`src/rtl/mem_stage.sv`:
```
// MEM stage of a 5-stage RV32 pipeline: EX/MEM register, data-memory handshake,
// load/store lane formatting and the MEM/WB register.
module mem_stage (
  input  logic        clk,
  input  logic        rst,
  input  logic        ex_valid,
  input  logic        ex_mem_read,
  input  logic        ex_mem_write,
  input  logic        ex_reg_write,
  input  logic [4:0]  ex_rd,
  input  logic [2:0]  ex_funct3,
  input  logic [31:0] ex_alu_result,
  input  logic [31:0] ex_write_data,
  output logic        dmem_req,
  output logic        dmem_we,
  output logic [31:0] dmem_addr,
  output logic [31:0] dmem_wdata,
  output logic [3:0]  dmem_be,
  input  logic        dmem_ready,
  input  logic [31:0] dmem_rdata,
  output logic        mem_stall,
  output logic        mem_reg_write,
  output logic [4:0]  mem_rd,
  output logic [31:0] mem_forward_value,
  output logic        wb_valid,
  output logic        wb_reg_write,
  output logic [4:0]  wb_rd,
  output logic [31:0] wb_data,
  output logic        misalign_err
);

  typedef enum logic [1:0] {SZ_B = 2'd0, SZ_H = 2'd1, SZ_W = 2'd2} size_t;
  typedef enum logic {IDLE = 1'b0, WAIT = 1'b1} state_t;

  function automatic size_t size_of(input logic [2:0] f3);
    case (f3)
      3'b000, 3'b100: size_of = SZ_B;
      3'b001, 3'b101: size_of = SZ_H;
      default:        size_of = SZ_W;
    endcase
  endfunction

  function automatic logic [31:0] load_extract(input logic [31:0] word,
                                               input logic [1:0]  off,
                                               input logic [2:0]  f3);
    logic [7:0]  b;
    logic [15:0] h;
    b = word[{off, 3'b000} +: 8];
    h = off[1] ? word[31:16] : word[15:0];
    case (f3)
      3'b000:  load_extract = {{24{b[7]}}, b};
      3'b100:  load_extract = {24'd0, b};
      3'b001:  load_extract = {{16{h[15]}}, h};
      3'b101:  load_extract = {16'd0, h};
      default: load_extract = word;
    endcase
  endfunction

  logic        m_valid_r, m_read_r, m_write_r, m_regw_r;
  logic [4:0]  m_rd_r;
  logic [2:0]  m_f3_r;
  logic [31:0] m_alu_r, m_wd_r;

  state_t      state_r, next_state_s;
  size_t       size_s;
  logic [1:0]  off_s;
  logic        is_access_s, bad_align_s, misalign_s, is_load_s, rd_ok_s;
  logic        wb_regw_next_s;
  logic [31:0] wb_data_next_s;

  // EX/MEM pipeline register; frozen while the memory access is outstanding
  always_ff @(posedge clk) begin
    if (rst) begin
      m_valid_r <= 1'b0;
      m_read_r  <= 1'b0;
      m_write_r <= 1'b0;
      m_regw_r  <= 1'b0;
      m_rd_r    <= 5'd0;
      m_f3_r    <= 3'd0;
      m_alu_r   <= 32'd0;
      m_wd_r    <= 32'd0;
    end else if (!mem_stall) begin
      m_valid_r <= ex_valid;
      m_read_r  <= ex_mem_read;
      m_write_r <= ex_mem_write;
      m_regw_r  <= ex_reg_write;
      m_rd_r    <= ex_rd;
      m_f3_r    <= ex_funct3;
      m_alu_r   <= ex_alu_result;
      m_wd_r    <= ex_write_data;
    end
  end

  // Access decode, alignment check and store/byte-enable formatting
  always_comb begin
    size_s      = size_of(m_f3_r);
    off_s       = m_alu_r[1:0];
    is_access_s = m_valid_r & (m_read_r | m_write_r);
    case (size_s)
      SZ_H:    bad_align_s = off_s[0];
      SZ_W:    bad_align_s = (off_s != 2'd0);
      default: bad_align_s = 1'b0;
    endcase
    misalign_s = is_access_s & bad_align_s;
    dmem_req   = is_access_s & ~bad_align_s;
    dmem_we    = m_write_r;
    dmem_addr  = {m_alu_r[31:2], 2'b00};
    case (size_s)
      SZ_B: begin
        dmem_wdata = {4{m_wd_r[7:0]}};
        dmem_be    = 4'b0001 << off_s;
      end
      SZ_H: begin
        dmem_wdata = {2{m_wd_r[15:0]}};
        dmem_be    = 4'b0011 << off_s;
      end
      default: begin
        dmem_wdata = m_wd_r;
        dmem_be    = 4'b1111;
      end
    endcase
    mem_stall = dmem_req & ~dmem_ready;
  end

  // Forwarding taps and MEM/WB next values; write wins over read
  always_comb begin
    is_load_s         = m_read_r & ~m_write_r;
    rd_ok_s           = m_valid_r & (m_rd_r != 5'd0);
    mem_reg_write     = rd_ok_s & m_regw_r & ~is_load_s;
    mem_rd            = m_rd_r;
    mem_forward_value = m_alu_r;
    wb_regw_next_s    = rd_ok_s & m_regw_r & ~m_write_r & ~misalign_s;
    if (is_load_s && !misalign_s) begin
      wb_data_next_s = load_extract(dmem_rdata, off_s, m_f3_r);
    end else begin
      wb_data_next_s = m_alu_r;
    end
  end

  // Handshake state register
  always_ff @(posedge clk) begin
    if (rst) begin
      state_r <= IDLE;
    end else begin
      state_r <= next_state_s;
    end
  end

  // Handshake next-state logic
  always_comb begin
    next_state_s = state_r;
    case (state_r)
      IDLE: begin
        if (dmem_req && !dmem_ready) next_state_s = WAIT;
        else                         next_state_s = IDLE;
      end
      WAIT: begin
        if (dmem_ready) next_state_s = IDLE;
        else            next_state_s = WAIT;
      end
      default: next_state_s = IDLE;
    endcase
  end

  // MEM/WB register; stall edges insert a bubble
  always_ff @(posedge clk) begin
    if (rst) begin
      wb_valid     <= 1'b0;
      wb_reg_write <= 1'b0;
      wb_rd        <= 5'd0;
      wb_data      <= 32'd0;
      misalign_err <= 1'b0;
    end else if (mem_stall) begin
      wb_valid     <= 1'b0;
      wb_reg_write <= 1'b0;
      misalign_err <= 1'b0;
    end else begin
      wb_valid     <= m_valid_r;
      wb_reg_write <= wb_regw_next_s;
      wb_rd        <= m_rd_r;
      wb_data      <= wb_data_next_s;
      misalign_err <= misalign_s;
    end
  end

endmodule

```
`config.mk`:
```
export PLATFORM = sky130hd
export DESIGN_NAME = mem_stage
export DESIGN_NICKNAME = d
export VERILOG_FILES = /design/src/rtl/mem_stage.sv
export SDC_FILE = /design/constraint.sdc
export NUM_CORES = 1
export LEC_CHECK = 0
export CORE_ASPECT_RATIO = 1.25
export CORE_MARGIN = 2
export CORE_UTILIZATION = 35
export DETAILED_ROUTE_END_ITERATION = 12
export PLACE_DENSITY = 0.76
export SLEW_MARGIN = 20
export SYNTH_ARGS = -nofsm -noshare
export SYNTH_HDL_FRONTEND = slang
export SYNTH_SLANG_ARGS = --single-unit
```
`constraint.sdc`:
```
create_clock -name clk -period 5.1 [get_ports clk]
set_clock_uncertainty 0.05 [all_clocks]
set_input_delay 0.765 -clock clk [delete_from_list [all_inputs] [get_ports clk]]
set_output_delay 0.765 -clock clk [all_outputs]
set_load 0.05 [all_outputs]
```
==> out/results.ini <==
[status]
outcome = completed

[logic_synthesis]
ys_seq_elements = 116
yosysTopAreaCell = dfxtp_1
syn_area_per_cell_sq_um = 7.66
synth_cell_types = 51
ys.flop_type = dfxtp_1
yosysSeqAreaShare = 0.403
synth_top_area_frac = 0.403
synth_area_sq_um = 5760
netlist_top_cells_area = dfxtp_1 40%, nand2_1 15%, a21oi_1 8.6%
ys_warn_count = 0
synth-async-reset-ratio = 0
synth_edf_count = 0
syn_inst = 752

[sta]
period_minus_slack_ns = 3.77
fmax_ghz = 0.265
hold_viol = 0
drv_slew = 0
tightest_slew_ns = 1.06
rsz0062_at_grt = no
finalCritPeriodShare = 0.740
max_slew_margin = 0.291
setup_violations = 0
fin_tns_setup_ns = 0

[cells_and_area]
areaGrowthSynthToFinish_pct = 50.5
final_cell_mix = 256 x clkdlybuf4s50_1, 227 x nand2_1, 115 x dfxtp_1
num_antenna_cells = 0
final_common_cell = clkdlybuf4s50_1
drive_gt1_frac = 0.0854
final_nets = 1049
fin_cells = 1165

[cts]
numCtsBuffers = 17
cts.sinks = 116
root_buffer = clkbuf_16
clockBufferDepth = 2
cts_resized = 0
postCtsSetupRepairBufs = 0
cts_hold_buf = 0
worstSkewPairLatency_ns = 0.42
tritoncts = done
path_clk_slew_ns = 0.05
htreeDepth = 4

[floorplan]
rows = 52
die_h_microns = 147
io_pins = 260
dieWidth_microns = 119
initial_utilization = 0.357
dieArea_sq_um = 17500
coreArea_sq_um = 16100

[detailed_routing]
drc = 0
wl_mm = 20.2
first_pass_iters = 7
ant_nets = 0
wire_per_inst_microns = 17.4
vias_per_cell = 5.04
drt-initial-drc-count = 363
vias = 5871

[critical_path]
cp_data_required_time_ns = 4.28
crit_top_cell = nor2_1
critPathCaptureType = output pin
path_delay_family = simple AND/OR/NAND/NOR gates
worstPathCellList = buf_4 -> nor2_1 -> nor2_1 -> nor2_1 -> clkdlybuf4s50_1
cpPeakStageDelay_ns = 0.83
critPathBufInv = 2
cpMaxStageDelayCell = clkdlybuf4s50_1
worst-endpoint-arrival_ns = 2.96
cp_max_fo = 26
critPathKind = flop to output pin
worst_setup_path_start_kind = flop

[power]
leakage_nw = 3.35
ir_worst_vdd_mv = 0.185
internal_power_mw = 2.04
switching_share = 0.318
p_clk_frac = 0.400
switchingPower_mw = 0.951
total_power_mw = 2.99
power_frac_comb = 0.257
powerDensity_nw_per_um2 = 345
p_seq_frac = 0.344

[grt]
grt_start_max_net_pins = 97
antenna_found_initial = 0
grt_pass1_wl_mm = 30.9
grt.overflow.total = 0
grt.total_usage = 0.225
grt_pass1_vias = 5480

[placement]
portBuffers = 257
routabilityCongestion = 0.830
hpwl_mm = 14.3
dpl.cell_count = 1135

[worst_hold_path]
min_path_type = flop to flop

[flow_run]
maxCapViolations = 0

[area by class of cell]
cell class	count	area [sq um]
clock inverters	10	133
inverters	7	28.8
fillers	1588	7470
flip-flops and latches	116	2320
repair buffers	265	2630
well taps	216	270
clock buffers	20	457
multi-input cells	531	2830
[synth_stat cells (2+ instances only)]
cell type	instances
o22ai_1	5
a32o_1	4
buf_2	30
buf_6	3
nor2b_1	5
mux2_2	8
a31oi_1	4
a21oi_2	11
a211oi_1	7
a211oi_2	3
clkbuf_1	22
mux2i_1	17
dfxtp_1	116
nor3_1	8
nand2b_1	5
buf_4	44
inv_1	6
o211ai_1	3
nand2_1	227
a21oi_1	99
o31ai_1	7
mux2_4	2
o31ai_2	10
a2bb2oi_1	2
a222oi_1	4
o21bai_1	3
nor2_1	50
o21ai_0	21
a32oi_1	4
[stage by stage]
stage                      util  area, sq um  setup slack [ns]  hold slack (ns)
after global placement    0.501         8080              1.66            0.385
after detailed placement  0.501         8080              1.57            0.395
final                     0.537         8670              1.33            0.403
after floorplan               -         5760              2.15            0.378
after CTS                 0.537         8670              1.31            0.401
after global routing      0.537         8670              1.17            0.420
[routing by layer]
| layer | track usage | wire, microns | vias to the layer above |
|---|---|---|---|
| li1 | - | - | 2870 |
| met1 | 0.273 | 8210 | 2743 |
| met2 | 0.391 | 10400 | 242 |
| met3 | 0.0602 | 1400 | 16 |
| met4 | 0.0625 | 235 | 0 |
| met5 | 0 | 0 | - |
[flip-flops by register name (all words and copies together) (netlist names), 3 cells and up]
register           flops
m_wd_r                32
wb_data               32
mem_forward_value     32
m_f3_r                 3
mem_rd                 5
wb_rd                  5
[tightest hold or removal path: stages, from the launching register on]
cell and delay [ns]:
dfxtp_1 0.31, nand2_1 0.05, a21oi_1 0.05
[path summary, 6_finish.rpt]
check,start,endpoint,slack (ns),cells past startpoint
max reg2reg,m_f3_r[1],wb_data[17],1.60,6
max,m_f3_r[0],dmem_req,1.33,5
min,m_wd_r[20],m_wd_r[20],0.40,2
min reg2reg,m_wd_r[20],m_wd_r[20],0.40,2
[cells by family after synthesis]
group / Yosys count / synth area share
multiplexers: 27 / 0.0504
buffers and inverters: 106 / 0.109
other: 1 / 0.000651
AND/OR/NAND/NOR: 306 / 0.213
AO/OA/AOI/OAI: 196 / 0.225
flip-flops: 116 / 0.403
[power groups by stage]
stage / registers [mW] / logic [mW] / clock network (mW)
after floorplan: 1.17 / 0.367 / 0
after global placement: 1.04 / 0.763 / 0
after detailed placement: 1.05 / 0.767 / 0
after CTS: 1.03 / 0.769 / 1.22
after global routing: 1.04 / 0.803 / 1.26
final: 1.03 / 0.766 / 1.19
No activity file was read; power rests on OpenSTA's default activity.
